<file path="config.mk">
export PLATFORM = sky130hd
export DESIGN_NAME = uart_rx_flat
export DESIGN_NICKNAME = d
export VERILOG_FILES = /design/src/rtl/uart_rx_if.sv /design/src/rtl/uart_rx.sv /design/src/flat_wrapper.sv
export SDC_FILE = /design/constraint.sdc
export NUM_CORES = 1
export LEC_CHECK = 0
export CORE_MARGIN = 5
export CORE_UTILIZATION = 51
export DETAILED_ROUTE_END_ITERATION = 7
export PLACE_DENSITY = 0.75
export SYNTH_ARGS = -nofsm -noshare
export SYNTH_HDL_FRONTEND = slang
export SYNTH_SLANG_ARGS = --single-unit
</file>
<file path="constraint.sdc">
create_clock -name rx_clk -period 2.2 [get_ports rx_clk]
set_clock_uncertainty 0.2 [all_clocks]
set_input_delay 0.44 -clock rx_clk [delete_from_list [all_inputs] [get_ports rx_clk]]
set_output_delay 0.44 -clock rx_clk [all_outputs]
set_load 0.05 [all_outputs]
</file>
<file path="src/rtl/uart_rx_if.sv">
// ---------------------------------------------------------------------------
// uart_rx_if -- bus bundle between the board RX pin side and the uart_rx
// receiver.
//   master : the line driver / byte consumer (drives RX, reads results)
//   slave  : the receiver itself
// ---------------------------------------------------------------------------
interface uart_rx_if;
    logic       RX;           // serial line, idles high
    logic [7:0] data_out;     // last correctly framed byte
    logic       done;         // one-cycle pulse when data_out updates
    logic       framing_err;  // one-cycle pulse on a low stop bit
    logic [7:0] rx_shift;     // debug: live shift register
    logic [1:0] rxstate;      // debug: current receiver state

    modport master (
        output RX,
        input  data_out,
        input  done,
        input  framing_err,
        input  rx_shift,
        input  rxstate
    );

    modport slave (
        input  RX,
        output data_out,
        output done,
        output framing_err,
        output rx_shift,
        output rxstate
    );
endinterface

</file>
<file path="src/rtl/uart_rx.sv">
// ---------------------------------------------------------------------------
// uart_rx -- 8N1 UART receiver.
//
// The serial line is synchronised into rx_s, a 1->0 edge on rx_s starts a
// frame, the start bit is re-checked at mid-bit, then 8 data bits (LSB
// first) and the stop bit are sampled once per bit period at mid-bit.
// A good stop bit updates data_out with a one-cycle done strobe; a low stop
// bit produces a one-cycle framing_err strobe and leaves data_out alone.
//
// Optional build macro:
//   UART_RX_MAJORITY_EN -- every mid-bit sample becomes the 2-of-3 majority
//                          of a 3-deep history of rx_s; sample timing is
//                          unchanged.
// ---------------------------------------------------------------------------
module uart_rx #(
    parameter int OVERSAMPLE = 16   // rx_clk cycles per bit; even, >= 8
) (
    input  logic      rx_clk,
    input  logic      rst_n,
    uart_rx_if.slave  bus
);

    localparam int              TICK_W   = $clog2(OVERSAMPLE);
    localparam logic [TICK_W-1:0] TICK_MID = TICK_W'(OVERSAMPLE / 2 - 1);
    localparam logic [TICK_W-1:0] TICK_END = TICK_W'(OVERSAMPLE - 1);

    typedef enum logic [1:0] {
        IDLE  = 2'd0,
        START = 2'd1,
        DATA  = 2'd2,
        STOP  = 2'd3
    } state_e;

    // Input conditioning
    logic sync1_q;
    logic sync2_q;
    logic prev_q;
    logic rx_s;
    logic sample;

    // Receiver state
    state_e            state_q, state_d;
    logic [TICK_W-1:0] tick_q,  tick_d;
    logic [2:0]        bit_q,   bit_d;
    logic [7:0]        shift_q, shift_d;
    logic [7:0]        data_q,  data_d;
    logic              done_q,  done_d;
    logic              ferr_q,  ferr_d;

    assign rx_s = sync2_q;

    // Two-flop synchroniser on RX plus the previous-value flop used for
    // falling-edge detection; all reset high so an idle line never looks
    // like a start edge coming out of reset.
    always_ff @(posedge rx_clk or negedge rst_n) begin
        if (!rst_n) begin
            sync1_q <= 1'b1;
            sync2_q <= 1'b1;
            prev_q  <= 1'b1;
        end else begin
            // NOTE: non-blocking assignments let each flop capture the value
            // its neighbour held before this edge, which is what makes the
            // chain a true two-stage synchroniser.
            sync1_q <= bus.RX;
            sync2_q <= sync1_q;
            prev_q  <= rx_s;
        end
    end

`ifdef UART_RX_MAJORITY_EN
    logic [2:0] hist_q;

    // Three most recent rx_s values for the majority vote.
    always_ff @(posedge rx_clk or negedge rst_n) begin
        if (!rst_n) begin
            hist_q <= 3'b111;
        end else begin
            hist_q <= {hist_q[1:0], rx_s};
        end
    end

    assign sample = (hist_q[0] & hist_q[1]) |
                    (hist_q[0] & hist_q[2]) |
                    (hist_q[1] & hist_q[2]);
`else
    assign sample = rx_s;
`endif

    // State and datapath registers.
    always_ff @(posedge rx_clk or negedge rst_n) begin
        if (!rst_n) begin
            state_q <= IDLE;
            tick_q  <= '0;
            bit_q   <= '0;
            shift_q <= 8'h00;
            data_q  <= 8'h00;
            done_q  <= 1'b0;
            ferr_q  <= 1'b0;
        end else begin
            state_q <= state_d;
            tick_q  <= tick_d;
            bit_q   <= bit_d;
            shift_q <= shift_d;
            data_q  <= data_d;
            done_q  <= done_d;
            ferr_q  <= ferr_d;
        end
    end

    // Next-state and datapath logic for the frame sequencer.
    always_comb begin
        // NOTE: every variable gets a default before the case so no path
        // leaves one unassigned, which would otherwise infer a latch.
        state_d = state_q;
        tick_d  = tick_q;
        bit_d   = bit_q;
        shift_d = shift_q;
        data_d  = data_q;
        done_d  = 1'b0;
        ferr_d  = 1'b0;

        case (state_q)
            IDLE: begin
                // Only a genuine 1->0 transition arms a frame; a line that
                // is already low (break) never retriggers.
                if (prev_q && !rx_s) begin
                    state_d = START;
                    tick_d  = '0;
                end
            end

            START: begin
                if (tick_q == TICK_MID) begin
                    if (sample) begin
                        // Glitch rather than a start bit.
                        state_d = IDLE;
                    end else begin
                        tick_d  = '0;
                        bit_d   = '0;
                        state_d = DATA;
                    end
                end else begin
                    tick_d = tick_q + 1'b1;
                end
            end

            DATA: begin
                if (tick_q == TICK_END) begin
                    tick_d  = '0;
                    shift_d = {sample, shift_q[7:1]};
                    if (bit_q == 3'd7) begin
                        state_d = STOP;
                    end else begin
                        bit_d = bit_q + 1'b1;
                    end
                end else begin
                    tick_d = tick_q + 1'b1;
                end
            end

            STOP: begin
                if (tick_q == TICK_END) begin
                    tick_d  = '0;
                    state_d = IDLE;
                    if (sample) begin
                        data_d = shift_q;
                        done_d = 1'b1;
                    end else begin
                        ferr_d = 1'b1;
                    end
                end else begin
                    tick_d = tick_q + 1'b1;
                end
            end

            default: begin
                state_d = IDLE;
            end
        endcase
    end

    assign bus.data_out    = data_q;
    assign bus.done        = done_q;
    assign bus.framing_err = ferr_q;
    assign bus.rx_shift    = shift_q;
    assign bus.rxstate     = state_q;

endmodule

</file>
<file path="src/flat_wrapper.sv">
// flat-port wrapper written by rule: the top's interface ports become plain ports
module uart_rx_flat 
#(
    parameter int OVERSAMPLE = 16                                       
)
  (rx_clk, rst_n, bus_RX, bus_data_out, bus_done, bus_framing_err, bus_rx_shift, bus_rxstate);
  uart_rx_if bus_i ();
  input  logic rx_clk;
  input  logic rst_n;
  input wire logic [$bits(bus_i.RX)-1:0] bus_RX;
  output wire logic [$bits(bus_i.data_out)-1:0] bus_data_out;
  output wire logic [$bits(bus_i.done)-1:0] bus_done;
  output wire logic [$bits(bus_i.framing_err)-1:0] bus_framing_err;
  output wire logic [$bits(bus_i.rx_shift)-1:0] bus_rx_shift;
  output wire logic [$bits(bus_i.rxstate)-1:0] bus_rxstate;
  assign bus_i.RX = bus_RX;
  assign bus_data_out = bus_i.data_out;
  assign bus_done = bus_i.done;
  assign bus_framing_err = bus_i.framing_err;
  assign bus_rx_shift = bus_i.rx_shift;
  assign bus_rxstate = bus_i.rxstate;
  uart_rx #(.OVERSAMPLE(OVERSAMPLE)) u_core (.rx_clk(rx_clk), .rst_n(rst_n), .bus(bus_i));
endmodule
</file>
==> flow_metrics.env, run 1 <==
export IMPL_outcome="completed"
export IMPL_r2r_cells=6
export IMPL_grt_util_met2_pct=25.9
export IMPL_cts_sinks=30
export IMPL_yosysWarnings=0
export IMPL_leakage_nw=0.987
export IMPL_grt_busiest_layer="met2"
export IMPL_gp_congestion=0.814
export IMPL_hold_viol=0
export IMPL_synthAdderAreaFrac_pct=6.38
export IMPL_synth_cell_types=29
export IMPL_first_pass_iters=3
export IMPL_ir_drop_mv=0.647
export IMPL_critical_path_max_stage_delay_ps=800
export IMPL_cp_cell_sequence="clkdlybuf4s50_1"
export IMPL_clock_path_buffers=2
export IMPL_ys_seq_area_share_pct=55.0
export IMPL_antenna_found_initial=0
export IMPL_r2r_start="u_core.bus.rxstate[0]$_DFFE_PN0P_"
export IMPL_synth_compound_area_share_pct=9.21
export IMPL_diodes=0
export IMPL_maxCapViolCount=0
export IMPL_ios=23
export IMPL_worst_pin_slew_ps=660
export IMPL_synth_nets=115
export IMPL_remaining_drc_errors=0
export IMPL_critPathKind="flip-flop to output port"
export IMPL_synthCells=105
export IMPL_whs_ps=160
export IMPL_ys_ff_latch=30
export IMPL_drtIter0Drc=17
export IMPL_critPathSlowestCell="clkdlybuf4s50_1"
export IMPL_min_delay_start="u_core.sync1_q$_DFF_PN1_"
export IMPL_wl_um=2620
export IMPL_ant_nets=0
export IMPL_io_buffer_count=22
export IMPL_grt_ovfl_total=0
export IMPL_coreArea_sq_um=2520
export IMPL_post_drt_via_cell_ratio=5.51
export IMPL_cts_root_buffer="clkbuf_4"
export IMPL_arrival_ps=1500
export IMPL_rows=18
export IMPL_avgSynthCellArea_sq_um=13.1
export IMPL_path_max_fanout=2
export IMPL_cts_hold_buf=0
export IMPL_netlist_area_sq_um=1370
export IMPL_worst_slew_margin_rel_pct=55.5
export IMPL_area_growth_synth_to_final_pct=24.3
export IMPL_h_tree_depth=2
export IMPL_synth_top_family_by_area="multiplexers"
export IMPL_r2r_setup_slack_ps=130
export IMPL_grt_pass1_wl_um=4370
export IMPL_holdPathStages=0
export IMPL_start_util_pct=54.4
export IMPL_tns_ps=0
export IMPL_hold_path_class="flip-flop to flip-flop"
export IMPL_cp_required_ps=1560
export IMPL_worst_setup_path_start_kind="flip-flop"
export IMPL_grt_pass1_vias=990
export IMPL_cts_made_buffers=5
export IMPL_nNetsFinal=144
export IMPL_synth_simple_gate_area_share_pct=13.3
export IMPL_power_density_nw_per_um2=905
export IMPL_path_clk_slew_ps=90
export IMPL_grt_use_met3_pct=7.85
export IMPL_clock_latency_ps=340
export IMPL_die_area_sq_um=3830
export IMPL_hold_path_end="u_core.rx_s$_DFF_PN1_"
export IMPL_cts_tree="built"
export IMPL_grtUsageMet1_pct=19.2
export IMPL_synth_top_area_cell="dfrtp_1"
export IMPL_wl_per_cell_um=15.9
export IMPL_vias=909
export IMPL_synthMuxAreaShare_pct=14.7
export IMPL_grt_use_total_pct=16.4
export IMPL_grt_max_degree=31
export IMPL_regToRegEndpoint="u_core.tick_q[0]$_DFFE_PN0P_"
export IMPL_synth_xor_area_share_pct=0
export IMPL_finalSetupViolCount=0
export IMPL_dp_hpwl_um=1830
export IMPL_die_w_um=61.9
export IMPL_endpoint_kind="output port"
export IMPL_drv_slew=0
export IMPL_fin_crit_sh_pct=97.1
export IMPL_die_h_um=61.9
export IMPL_path_delay_family="buffers and inverters"
export IMPL_synth_area_top_cells="dfrtp_1 (49%), mux2_2 (14%), ha_1 (6.4%)"
export IMPL_min_period_ps=2140
export IMPL_final_layout_size_suffix_gt1_share_pct=28.9
export IMPL_synth_top_cell_area_share_pct=49.2
export IMPL_clock_fmax_ghz=0.468
export IMPL_crit_buf_inv=1
==> worst max path at each step <==
stage	from	endpoint	slack [ps]	cells after the start
3_5_place_dp	u_core.bus.rxstate[0]$_DFFE_PN0P_	u_core.tick_q[0]$_DFFE_PN0P_	170	6
5_1_grt	u_core.bus.data_out[3]$_DFFE_PN0P_	bus_data_out[3]	-5	1
3_3_place_gp	u_core.bus.rxstate[0]$_DFFE_PN0P_	u_core.tick_q[0]$_DFFE_PN0P_	260	6
4_1_cts	u_core.bus.rx_shift[0]$_DFFE_PN0P_	bus_rx_shift[0]	0.4	1
6_report	u_core.bus.data_out[3]$_DFFE_PN0P_	bus_data_out[3]	60	1
2_1_floorplan	flip-flop	u_core.tick_q[0]$_DFFE_PN0P_	40	6
==> cells in the final DEF, fill, tap and decap left out <==
cell type | Yosys | layout
dfrtp_1 | 27 | 26
mux2_2 | 17 | 17
nand2_1 | 8 | 8
dlymetal6s2s_1 | 0 | 8
ha_1 | 7 | 7
clkdlybuf4s50_1 | 0 | 7
clkbuf_4 | 0 | 5
dlygate4sd2_1 | 0 | 5
inv_1 | 4 | 4
a22o_1 | 4 | 4
nor2_1 | 3 | 3
o21ai_0 | 3 | 3
buf_4 | 0 | 3
dfstp_2 | 3 | 3
or3_4 | 2 | 2
nand4b_1 | 2 | 2
nand2_2 | 2 | 2
nor3b_1 | 2 | 2
nor2b_1 | 2 | 2
o31ai_1 | 2 | 2
nand2b_1 | 2 | 2
a31oi_1 | 2 | 2
a21oi_1 | 2 | 2
and3_2 | 1 | 1
nand3_2 | 1 | 1
nand4bb_1 | 1 | 1
o211ai_4 | 1 | 1
a21o_1 | 1 | 1
nand4_1 | 1 | 1
mux2i_1 | 1 | 1
and3_1 | 1 | 1
nand3b_1 | 1 | 1
a32o_1 | 1 | 1
clkinv_2 | 0 | 1
clkinvlp_4 | 0 | 1
clkbuf_8 | 0 | 1
dfrtp_2 | 0 | 1
==> where the power goes <==
part	switching [W]	total (W)	internal (W)
combinational	0.000333	0.000558	0.000224
clock	0.000195	0.000348	0.000153
sequential	0.0000429	0.000639	0.000596
total	0.000571	0.00154	0.000973
==> what timing repair did <==
action	in CTS	in global routing
endpoints found under the hold margin	0	0
endpoints found under the setup margin	5	8
buffers inserted	0	0
resized for setup	5	8
==> metal layers <==
metal,up-vias,share of wire [%]
met1,447,43
met4,0,1.4
li1,439,-
met2,17,51
met5,-,0
met3,6,4.9
==> flip-flops by register name (all words and copies together) (netlist names), named ones only <==
name / count
u_core.bus.framing_err: 1
u_core.bus.rxstate: 1
u_core.tick_q: 4
u_core.sync1_q: 1
u_core.rx_s: 1
u_core.bus.done: 1
u_core.bus.rx_shift: 8
u_core.prev_q: 1
u_core.bus.data_out: 8
u_core.bit_q: 3
==> Yosys cell counts, drive strengths merged <==
master	number
nor3b	2
nand3b	1
buf	1
nand4b	2
o21ai	3
and3	2
dfrtp	27
nand4bb	1
a32o	1
nor2	3
o211ai	1
or3	2
a31oi	2
a21oi	2
nand2	10
nor2b	2
a22o	4
nand3	1
inv	4
nand4	1
o31ai	2
ha	7
nand2b	2
dfstp	3
a21o	1
mux2	17
mux2i	1
==> cell families after synthesis <==
logic type / Yosys count
AOI/OAI and AO/OA: 16
DFF: 30
buffers and inverters: 5
adders and majority gates: 7
muxes: 18
and+or+nand+nor: 29
==> per-stage QoR <==
step / std cells / setup WS, ps / utilization, % / total power, W / area [sq um]
global placement: 157 / 258 / 64.6 / 0.00118 / 1630
CTS: 165 / 0.360 / 66.9 / 0.00156 / 1690
detailed placement: 157 / 168 / 64.6 / 0.00120 / 1630
global route: 165 / -5.08 / 67.7 / 0.00165 / 1710
floorplan: 105 / 42.7 / - / 0.00107 / 1370
finish: 165 / 64.5 / 67.7 / 0.00154 / 1710
==> final cells by class <==
cell class	instances	area, sq um
Clock buffer	6	51.3
Clock inverter	2	12.5
Fill cell	197	816
Inverter	4	15.0
Multi-Input combinational cell	70	598
Sequential cell	30	756
Tap cell	30	37.5
Timing Repair Buffer	23	236
==> worst reg2reg max path: cells and delay by family, from the launching register on <==
family	cells	cell delay, ps
AO/OA/AOI/OAI	1	290
AND/OR/NAND/NOR	2	410
flip-flops	1	420
buffers and inverters	1	70
adder cells (fa/ha/maj)	1	300
multiplexers	1	270
No activity file was read; power rests on OpenSTA's default activity.
==> run 2, diff against run 1 <==
--- a/config.mk
+++ b/config.mk
@@ -5,10 +5,11 @@
 export SDC_FILE = /design/constraint.sdc
 export NUM_CORES = 1
 export LEC_CHECK = 0
+export ABC_AREA = 1
 export CORE_MARGIN = 5
-export CORE_UTILIZATION = 51
+export CORE_UTILIZATION = 52
 export DETAILED_ROUTE_END_ITERATION = 7
-export PLACE_DENSITY = 0.75
+export PLACE_DENSITY = 0.76
 export SYNTH_ARGS = -nofsm -noshare
 export SYNTH_HDL_FRONTEND = slang
 export SYNTH_SLANG_ARGS = --single-unit
==> flow_metrics.env, run 2 <==
export IMPL_outcome="completed"
export IMPL_area_growth_synth_to_final_pct=23.7
export IMPL_synth_cell_types=22
export IMPL_ant_nets=0
export IMPL_cp_cell_sequence="clkdlybuf4s50_1"
export IMPL_rsz0062_at_grt="no"
export IMPL_antenna_found_initial=0
export IMPL_nNetsFinal=186
export IMPL_worst_slack_ps=43.6
export IMPL_clock_path_buffers=2
export IMPL_netlist_area_sq_um=1420
export IMPL_tns_ps=0
export IMPL_die_area_sq_um=3880
export IMPL_rows=19
export IMPL_critPathKind="flip-flop to output port"
export IMPL_synthTopCellsByCount="nand2_1 (39), dfrtp_1 (27), inv_1 (19), o21ai_2 (15), ha_1 (7)"
export IMPL_ios=23
export IMPL_cts_tree="built"
export IMPL_finalSetupViolCount=0
export IMPL_yosysWarnings=0
export IMPL_crit_buf_inv=1
export IMPL_leakage_nw=1.00
export IMPL_clock_fmax_ghz=0.464
export IMPL_first_pass_iters=4
export IMPL_final_layout_size_suffix_gt1_share_pct=21.5
export IMPL_post_place_ws_ps=370
export IMPL_synth_ff_type="dfrtp_1"
export IMPL_power_density_nw_per_um2=873
export IMPL_grt_pass1_vias=1035
export IMPL_synth_top_cell_area_share_pct=47.5
export IMPL_fin_crit_sh_pct=98.0
export IMPL_coreArea_sq_um=2690
export IMPL_dp_hpwl_um=1890
export IMPL_grt_use_total_pct=15.5
export IMPL_die_w_um=62.3
export IMPL_grt_pass1_wl_um=4730
export IMPL_arrival_ps=1520
export IMPL_synth_simple_gate_area_share_pct=19.6
export IMPL_synth_area_top_cells="dfrtp_1 (47%), nand2_1 (10%), o21ai_2 (9.2%)"
export IMPL_ir_drop_mv=0.636
export IMPL_io_buffer_count=22
export IMPL_cts_root_buffer="clkbuf_4"
export IMPL_total_power_w=0.00154
export IMPL_r2r_setup_slack_ps=340
export IMPL_hold_path_class="flip-flop to flip-flop"
export IMPL_path_max_fanout=3
export IMPL_path_delay_family="buffers and inverters"
export IMPL_synth_xor_area_share_pct=0.615
export IMPL_synth_top_family_by_area="simple AND/OR/NAND/NOR gates"
export IMPL_drv_slew=0
export IMPL_die_h_um=62.3
export IMPL_drtIter0Drc=32
export IMPL_hold_viol=0
export IMPL_ys_ff_latch=30
export IMPL_dpl_cell_area_sq_um=1660
export IMPL_avgSynthCellArea_sq_um=9.62
export IMPL_path_clk_slew_ps=90
export IMPL_layout_common_cells="nand2_1 (39), dfrtp_1 (27), inv_1 (19)"
export IMPL_synthArstFlopShare_pct=100
export IMPL_synthCells=148
export IMPL_num_fill_cells=212
export IMPL_synth_nets=158
export IMPL_min_period_ps=2160
export IMPL_post_drt_via_cell_ratio=5.02
export IMPL_final_common_cell="nand2_1"
export IMPL_cts_hold_buf=0
export IMPL_start_util_pct=53.0
export IMPL_critPathSlowestCell="clkdlybuf4s50_1"
export IMPL_worst_setup_path_start_kind="flip-flop"
export IMPL_synth_most_common_cell="nand2_1"
export IMPL_diodes=0
export IMPL_wl_per_cell_um=12.7
export IMPL_synthMuxAreaShare_pct=0
export IMPL_h_tree_depth=2
export IMPL_critical_path_max_stage_delay_ps=810
export IMPL_synth_top_area_cell="dfrtp_1"
export IMPL_endpoint_kind="output port"
export IMPL_multiInputGateArea_sq_um=567
export IMPL_synth_compound_area_share_pct=13.4
export IMPL_cts_sinks=30
export IMPL_grt_ovfl_total=0
export IMPL_gp_congestion=0.793
export IMPL_synth_edf_count=0
export IMPL_remaining_drc_errors=0
export IMPL_cts_repair_resized=1
export IMPL_worst_slew_margin_rel_pct=65.0
export IMPL_clock_latency_ps=330
export IMPL_cts_made_buffers=5
export IMPL_postCtsSetupBuffers=0
export IMPL_grt_max_degree=31
export IMPL_worst_pin_slew_ps=524
export IMPL_vias=1045
export IMPL_regArea_sq_um=754
export IMPL_maxCapViolCount=0
export IMPL_cp_required_ps=1560
export IMPL_ys_seq_area_share_pct=53.0
export IMPL_final_cell_area_sq_um=1760
export IMPL_synthAdderAreaFrac_pct=6.15
export IMPL_wl_um=2630
==> run 2: metrics by stage <==
stage                     cells  hold slack [ps]  utilization (%)
after floorplan             148            -55.6                -
after global placement      200              147             61.9
after detailed placement    200              149             61.9
after CTS                   208              163             64.7
after global routing        208              176             65.6
final                       208              161             65.6
==> run 2: path summary, 6_finish.rpt <==
kind / start / endpoint / depth (start not counted)
min: u_core.sync1_q$_DFF_PN1_ / u_core.rx_s$_DFF_PN1_ / 0
min reg2reg: u_core.sync1_q$_DFF_PN1_ / u_core.rx_s$_DFF_PN1_ / 0
min in group asynchronous: rst_n / u_core.bus.rxstate[0]$_DFFE_PN0P_ / 2
max: u_core.bus.rx_shift[0]$_DFFE_PN0P_ / bus_rx_shift[0] / 1
max reg2reg: u_core.bus.rxstate[0]$_DFFE_PN0P_ / u_core.bus.rxstate[0]$_DFFE_PN0P_ / 8
max in group asynchronous: rst_n / u_core.rx_s$_DFF_PN1_ / 2
==> run 2: area by class of cell <==
class / instances / area share (%)
Multi-Input combinational cell: 95 / 32.2
Inverter: 21 / 4.55
Tap cell: 31 / 2.20
Clock inverter: 3 / 2.27
Sequential cell: 30 / 42.8
Timing Repair Buffer: 23 / 13.8
Clock buffer: 5 / 2.13
==> run 2: kinds of logic after synthesis <==
group / after synthesis
flip-flops: 30
AO/OA/AOI/OAI: 27
buffers and inverters: 23
adder cells (fa/ha/maj): 7
XOR/XNOR: 1
AND/OR/NAND/NOR: 60
==> run 2: routing by layer <==
layer | track usage [%] | wire length, um
met4 | 7.16 | 69
met2 | 24.5 | 1310
met3 | 6.13 | 125
met5 | 0 | 0
met1 | 18.4 | 1130
==> run 2: report_power, final <==
group	switching (W)	internal, W
clock network	0.000194	0.000235
registers	0.0000511	0.000595
logic	0.000318	0.000145
total	0.000563	0.000975
